===== config.mk =====
export PLATFORM = sky130hd
export DESIGN_NAME = noc_traffic_source_flat
export DESIGN_NICKNAME = d
export VERILOG_FILES = /design/src/rtl/noc_traffic_source_if.sv /design/src/rtl/noc_traffic_source.sv /design/src/flat_wrapper.sv
export SDC_FILE = /design/constraint.sdc
export NUM_CORES = 1
export LEC_CHECK = 0
export ABC_AREA = 1
export CORE_AREA = 2 2 93 95
export CTS_CLUSTER_DIAMETER = 200
export DETAILED_ROUTE_END_ITERATION = 6
export DIE_AREA = 0 0 95 97
export GPL_TIMING_DRIVEN = 0
export PLACE_DENSITY = 0.6
export SLEW_MARGIN = 5
export SYNTH_ARGS = -nofsm -noshare
export SYNTH_HDL_FRONTEND = slang
export SYNTH_SLANG_ARGS = --single-unit

===== constraint.sdc =====
create_clock -name clk -period 4.5 [get_ports clk]
set_input_delay 0.675 -clock clk [delete_from_list [all_inputs] [get_ports clk]]
set_output_delay 0.675 -clock clk [all_outputs]
set_load 0.01 [all_outputs]

===== src/rtl/noc_traffic_source_if.sv =====
// Flit link between a traffic source (master) and the local router input port (slave).
interface noc_traffic_source_if;
    logic        ready_in;
    logic        valid_out;
    logic [31:0] flit_out;
    logic        busy;

    modport master (input ready_in, output valid_out, output flit_out, output busy);
    modport slave  (output ready_in, input valid_out, input flit_out, input busy);
endinterface


===== src/rtl/noc_traffic_source.sv =====
// Per-node synthetic packet injector: LFSR-driven destination and injection timing.
// Optional TRAFFIC_SRC_STATS_EN adds pkt_sent/stall_cycles saturating counters.
module noc_traffic_source #(
    parameter int          NODE_ID   = 0,
    parameter int          NUM_NODES = 9,
    parameter int          PKT_LEN   = 4,
    parameter int          INJ_RATE  = 64,
    parameter logic [15:0] SEED      = 16'hACE1
) (
    input  logic                  clk,
    input  logic                  reset,
    input  logic                  send,
    noc_traffic_source_if.master  link
`ifdef TRAFFIC_SRC_STATS_EN
    ,
    output logic [31:0]           pkt_sent,
    output logic [31:0]           stall_cycles
`endif
);

    localparam logic [15:0] SEED_EFF  = (SEED == 16'h0000) ? 16'h0001 : SEED;
    localparam logic [15:0] LFSR_MASK = 16'hB400;
    localparam logic [13:0] LAST_IDX  = 14'(PKT_LEN - 1);
    localparam logic [3:0]  SRC       = 4'(NODE_ID);
    localparam logic [1:0]  HEAD_TYPE = (PKT_LEN == 1) ? 2'b00 : 2'b01;

    typedef enum logic {IDLE, SEND} state_t;

    state_t      state_q;
    logic [15:0] lfsr_q, lfsr_d;
    logic [7:0]  seq_q;
    logic [13:0] idx_q, idx_inc;
    logic [3:0]  dest_q, dest_mod, dest_sel;
    logic [31:0] flit_q;
    logic        valid_q, busy_q;
    logic        rate_hit;

    always_comb begin
        lfsr_d   = {1'b0, lfsr_q[15:1]} ^ (lfsr_q[0] ? LFSR_MASK : '0);
        // 9-bit compare so INJ_RATE up to 255 is exact; 256 short-circuits to always
        rate_hit = (INJ_RATE >= 256) || ({1'b0, lfsr_q[7:0]} < 9'(INJ_RATE));
        dest_mod = 4'(lfsr_q[15:8] % 8'(NUM_NODES));
        dest_sel = dest_mod;
        if (dest_mod == SRC)
            dest_sel = (dest_mod == 4'(NUM_NODES - 1)) ? 4'd0 : dest_mod + 4'd1;
        idx_inc  = idx_q + 14'd1;
    end

    always_ff @(posedge clk or negedge reset) begin
        if (!reset) begin
            state_q <= IDLE;
            lfsr_q  <= SEED_EFF;
            seq_q   <= '0;
            idx_q   <= '0;
            dest_q  <= '0;
            flit_q  <= '0;
            valid_q <= 1'b0;
            busy_q  <= 1'b0;
        end else begin
            lfsr_q <= lfsr_d;
            case (state_q)
                IDLE: begin
                    if (send && rate_hit) begin
                        state_q <= SEND;
                        valid_q <= 1'b1;
                        busy_q  <= 1'b1;
                        idx_q   <= '0;
                        dest_q  <= dest_sel;
                        flit_q  <= {HEAD_TYPE, dest_sel, SRC, seq_q, 14'd0};
                    end
                end
                SEND: begin
                    if (link.ready_in) begin
                        if (idx_q == LAST_IDX) begin
                            state_q <= IDLE;
                            valid_q <= 1'b0;
                            busy_q  <= 1'b0;
                            seq_q   <= seq_q + 8'd1;
                            idx_q   <= '0;
                            flit_q  <= '0;
                        end else begin
                            idx_q  <= idx_inc;
                            flit_q <= {(idx_inc == LAST_IDX) ? 2'b11 : 2'b10,
                                       dest_q, SRC, seq_q, idx_inc};
                        end
                    end
                end
                default: state_q <= IDLE;
            endcase
        end
    end

    assign link.valid_out = valid_q;
    assign link.flit_out  = flit_q;
    assign link.busy      = busy_q;

`ifdef TRAFFIC_SRC_STATS_EN
    logic [31:0] pkt_q, stall_q;

    always_ff @(posedge clk or negedge reset) begin
        if (!reset) begin
            pkt_q   <= '0;
            stall_q <= '0;
        end else begin
            if (valid_q && link.ready_in && (idx_q == LAST_IDX) && (pkt_q != '1))
                pkt_q <= pkt_q + 32'd1;
            if (valid_q && !link.ready_in && (stall_q != '1))
                stall_q <= stall_q + 32'd1;
        end
    end

    assign pkt_sent     = pkt_q;
    assign stall_cycles = stall_q;
`endif

endmodule


===== src/flat_wrapper.sv =====
// flat-port wrapper written by rule: the top's interface ports become plain ports
module noc_traffic_source_flat 
#(
    parameter int          NODE_ID   = 0,
    parameter int          NUM_NODES = 9,
    parameter int          PKT_LEN   = 4,
    parameter int          INJ_RATE  = 64,
    parameter logic [15:0] SEED      = 16'hACE1
)
  (clk, reset, send, link_ready_in, link_valid_out, link_flit_out, link_busy);
  noc_traffic_source_if link_i ();
  input  logic clk;
  input  logic reset;
  input  logic send;
  input wire logic [$bits(link_i.ready_in)-1:0] link_ready_in;
  output wire logic [$bits(link_i.valid_out)-1:0] link_valid_out;
  output wire logic [$bits(link_i.flit_out)-1:0] link_flit_out;
  output wire logic [$bits(link_i.busy)-1:0] link_busy;
  assign link_i.ready_in = link_ready_in;
  assign link_valid_out = link_i.valid_out;
  assign link_flit_out = link_i.flit_out;
  assign link_busy = link_i.busy;
  noc_traffic_source #(.NODE_ID(NODE_ID), .NUM_NODES(NUM_NODES), .PKT_LEN(PKT_LEN), .INJ_RATE(INJ_RATE), .SEED(SEED)) u_core (.clk(clk), .reset(reset), .send(send), .link(link_i));
endmodule

Word level (Yosys, flattened, before mapping)
Index checks and enable logic that the tools add are counted.
Storage, ports and cells
  input bits: 4
  output and inout port bits: 34
  logic and storage cells: 46
  register bits after elaboration: 76
Operators by class
  bitwise logic cells: 2
  reduce and logical (&&, ||, !) cells: 6
  multiplexer cells: 20
  order comparisons: 1
  equal/unequal tests: 6
  add/subtract/negate cells: 3
  divide/modulo/power cells: 1
Operators by type and width (number)
  $mux W32: 3
  $pmux W32 S2: 1
  $mux W14: 3
  $eq A14 B2 Y1 const B: 2
  $pmux W14 S2: 1
  $mux W16: 1
  $xor A15 B16 Y16: 1
  $add A14 B1 Y14 const B: 1
  $add A8 B1 Y8 const B: 1
  $lt A8 B7 Y1 const B: 1
  $mod A8 B4 Y8 const B: 1
  $mux W4: 2
  $mux W1: 7
  $reduce_and A3 Y1: 2
  $add A4 B1 Y4 const B: 1
  $eq A4 B4 Y1 const B: 1
  $logic_not A4 Y1: 1
  $ne A2 B2 Y1 const B: 2
  $pmux W1 S2: 2
  $reduce_and A2 Y1: 2
  $ne A2 B1 Y1 const B: 1
  $logic_and A1 B1 Y1: 1
  $not A1 Y1: 1

Longest topological paths before layout
  depth after elaboration: 6
  depth in mapped cells: 36
  depth with buffers taken out: 36

Least setup slack after synthesis
No wires, ideal clock.
  path type: register to register
  start: register u_core.lfsr_q[15]
  end: register u_core.flit_q[26] (netlist: u_core.link.flit_out[26])
  buffers on the path: 0
  data arrival time: 3.372 ns
  stages on the path, launching flop included: 35
  setup slack: 1.055 ns
  period minus slack after synthesis: 3.445 ns
  setup time: 0.073 ns
  required time: 4.427 ns
  path through: dfstp_2 > nand2_1 > nor2_1 > inv_1 > nand2_1 > inv_2 > nand2_4 > nand2_4 > nand2_1 > nand2_2 > inv_2 > nand2_2 > nand2_4 > nand2_4 > nand2_4 > inv_1 > ha_1 > inv_1 > nand4_2 > a21oi_2 > nand3_1 > nand2_1 > ha_1 > inv_1 > nor2_1 > nand3_1 > nand2_2 > nand2_4 > nand2_1 > nand2_1 > nor2_1 > nand2_1 > nand2_1 > nand2_1 > a21oi_2
Between the ends
  longest elaborated chain between the ends: 6
  elaborated cells on any way between the ends: 8
  classes of those cells: 1 x add/sub; 1 x div; 1 x eq/ne; 4 x mux; 1 x reduce/logical
RTL lines
  from (decl): RTL line noc_traffic_source.sv:30  | logic [15:0] lfsr_q, lfsr_d;
  from (signal assigned): RTL line noc_traffic_source.sv:60  | lfsr_q <= lfsr_d;
  $mod A8 B4 Y8 (*): RTL line noc_traffic_source.sv:42  | dest_mod = 4'(lfsr_q[15:8] % 8'(NUM_NODES));
  $add A4 B1 Y4 or $eq A4 B4 Y1 (tied branches): RTL line noc_traffic_source.sv:45  | dest_sel = (dest_mod == 4'(NUM_NODES - 1)) ? 4'd0 : dest_mod + 4'd1;
  $mux W4: RTL line noc_traffic_source.sv:45
  $mux W4 (*): RTL line noc_traffic_source.sv:44  | if (dest_mod == SRC)
  $mux W32 (*): RTL line noc_traffic_source.sv:63  | if (send && rate_hit) begin
  $pmux W32 S2 (*): RTL line noc_traffic_source.sv:61  | case (state_q)
  to (signal assigned): RTL line noc_traffic_source.sv:69  | flit_q <= {HEAD_TYPE, dest_sel, SRC, seq_q, 14'd0};
  to (signal assigned): RTL line noc_traffic_source.sv:83  | flit_q <= {(idx_inc == LAST_IDX) ? 2'b11 : 2'b10,
  to (decl): RTL line noc_traffic_source.sv:34  | logic [31:0] flit_q;
Every way passes the cells marked *; elsewhere a longest branch is shown, timed or not. The select of a mux whose other input is x is not followed.
A chain may end at the register's enable or synchronous reset.

Final worst setup path
Same ends and word-level chain as after synthesis.

==> flow_summary_export.csv <==
group,metric,value,unit
clock_tree,h-tree-depth,3,
critical_path,required,4.77,ns
clock_tree,cts.reportedPaths.clkPinSlew,0.07,ns
min_path,hp-class,"primary input to async pin",
sta,slew-limit-headroom,43.9,%
cells_and_area,layoutNonFillerInstCount,520,
route,drt_iter0_drc,92,
place,portBuffers,33,
cells_and_area,nets,421,
route,dr.pass1.iters,4,
critical_path,cp_slowest_stage_delay,0.56,ns
synth,async_flop_share,100,%
die,die-height,97,um
critical_path,cp_slowest_cell,"dfstp_2",
synth,syn-instance-count,362,
synth,synth_top_cell_area_share,39.5,%
critical_path,start_kind,"register",
die,io-pin-count,38,
clock_tree,hold_buffers,0,
global_route,globalRouteOverflowTotal,0,
synth,yosys.area.top_type,"dfrtp_1",
place,place.gp.congestion,0.860,
global_route,grt_pass1_wl,11200,um
global_route,grt_usage,15.4,%
route,wire_per_inst,12.5,um
synth,synth_edf_count,0,
critical_path,worstSetupPathType,"register to register",
sta,fin_tns_setup,0,ns
synth,synth-seq-cells,58,
synth,yosys-top-cells-area,"dfrtp_1 39%, nand2_1 8.1%, dfstp_2 6.6%, xor2_1 5.2%, inv_1 4.7%",
status,status,"completed",
clock_tree,root_buffer,"clkbuf_8",
sta,slew_violations,0,
global_route,antenna_found_initial,0,
route,routed_wl,6510,um
global_route,grt_pass1_vias,2508,
sta,hold_viol,0,
clock_tree,clock_path_buffers,2,
die,die-area,9220,um^2
critical_path,critPathMaxFanout,6,
place,dpl.cell_count,504,
power_and_ir_drop,p_total,1.92,mW
die,row_count,33,
route,ant_nets,0,
synth,avgSynthCellArea,8.76,um^2
place,pre_cts_ws,0.661,ns
cells_and_area,fillers,805,
sta,whs,0.279,ns
synth,synth-main-ff-cell,"dfrtp_1",
critical_path,path_common_cell,"nand2_1",
power_and_ir_drop,p_leak,1.78,nW
synth,ys_warn_count,0,
synth,synth-seq-area-share,46.1,%
sta,fin_skew,0.0106,ns
cells_and_area,areaGrowthSynthToFinish,21.9,%
synth,synth.distinct_cells,39,
critical_path,worstPathArrival,4.13,ns
power_and_ir_drop,powerDensity,497,nW/um^2
sta,setup-violations-final,0,
synth,syn_area,3170,um^2
cells_and_area,diodes,0,
die,initial_utilization,39.0,%
sta,min_period,3.87,ns
sta,setup_ws,0.632,ns
clock_tree,cts_sinks,58,
power_and_ir_drop,peakVddDrop,155,uV
sta,timing.fmax,258,MHz
run,cap_viol_max_count,0,
route,viasPerCell,4.93,
cells_and_area,drive_gt1_share,15.2,%
global_route,grt_max_degree,40,
die,core_area,8130,um^2
clock_tree,clk_latency,0.34,ns
route,drc,0,
synth,synth_commonest_cells,"68 x nand2_1, 50 x dfrtp_1, 40 x inv_1",
place,hpwl,4820,um
route,num_vias,2562,
sta,tightest_slew,0.834,ns
sta,fin_crit_sh,86.0,%
clock_tree,cts_made_buffers,9,
synth,yosysMostFrequentCell,"nand2_1",
clock_tree,cts_tree,"done",
sta,rsz0062_at_grt,"false",
die,die_width,95,um
clock_tree,cts_setup_buffers,0,
critical_path,crit_path_end_kind,"register",
clock_tree,cts_resized,0,
## cell usage in the layout (no fill, tap or decap), types with 7 or more instances in the layout
| cell | n |
|---|---|
| inv_1 | 40 |
| xor2_1 | 19 |
| clkdlybuf4s50_1 | 32 |
| dfrtp_1 | 50 |
| nor2_1 | 21 |
| a31oi_1 | 7 |
| nand2_1 | 68 |
| dfstp_2 | 8 |
| o22ai_1 | 13 |
| nand3_1 | 26 |
| nand2_2 | 10 |
| clkbuf_8 | 11 |
| ha_1 | 7 |
| nand4_1 | 12 |
| o21ai_0 | 8 |
## per-layer routing
layer | GRT usage, % | part of all wire, % | vias to the layer above
met5 | 0 | 0 | -
met4 | 5.57 | 1.6 | 0
met3 | 3.82 | 4.0 | 14
met2 | 24.5 | 46 | 59
met1 | 20.3 | 48 | 1190
li1 | - | - | 1299
## critical path: cells and delay by family (launching register included)
kind | cells | cell delay [ns]
buffers and inverters | 6 | 0.37
AO/OA/AOI/OAI | 2 | 0.33
adder cells (fa/ha/maj) | 2 | 0.37
flip-flops | 1 | 0.56
AND/OR/NAND/NOR | 24 | 2.17
## stage by stage
stage          cell area (um^2)  utilization, %
2_1_floorplan              3180               -
3_3_place_gp               3640            44.8
3_5_place_dp               3660            45.0
4_1_cts                    3860            47.5
5_1_grt                    3860            47.5
6_report                   3860            47.5
## flip-flops by register name (all words and copies together) (netlist names)
signal	flops
u_core.idx_q	13
u_core.state_q	1
u_core.lfsr_q	16
u_core.link.valid_out	1
u_core.seq_q	8
u_core.dest_q	4
u_core.link.flit_out	15
## kinds of logic after synthesis
family / Yosys count / share of synthesized area, %
and+or+nand+nor: 169 / 28.2
adders and majority gates: 7 / 2.76
buffers and inverters: 57 / 7.42
other: 1 / 0.118
DFF: 58 / 46.1
AOI/OAI and AO/OA: 47 / 9.00
muxes: 1 / 0.355
xor gates and xnor gates: 22 / 6.08
## power breakdown
part           leakage [nW]  switching, mW  internal [mW]  total [mW]
combinational         0.985          0.352          0.322       0.674
sequential            0.699          0.105          0.650       0.754
clock                0.0986          0.206          0.285       0.491
total                  1.78          0.663           1.26        1.92
## area by class of cell
type	instances	area (um^2)	area share, %
Tap cell	105	131	3.40
Clock inverter	4	50.0	1.30
Multi-Input combinational cell	250	1490	38.4
Sequential cell	58	1460	37.8
Timing Repair Buffer	34	345	8.94
Buffer	10	56.3	1.46
Inverter	47	179	4.63
Clock buffer	12	155	4.02
## final timing paths
kind	start	slack, ns	depth (start not counted)	endpoint
max	u_core.lfsr_q[15]	0.63	34	u_core.link.flit_out[26]
min	reset	0.28	1	u_core.idx_q[10]
max reg2reg	u_core.lfsr_q[15]	0.63	34	u_core.link.flit_out[26]
min reg2reg	u_core.lfsr_q[1]	0.35	0	u_core.lfsr_q[0]
max in group asynchronous	reset	3.60	2	u_core.lfsr_q[10]
min in group clk	u_core.lfsr_q[1]	0.35	0	u_core.lfsr_q[0]
(Power assumes the default switching activity.)
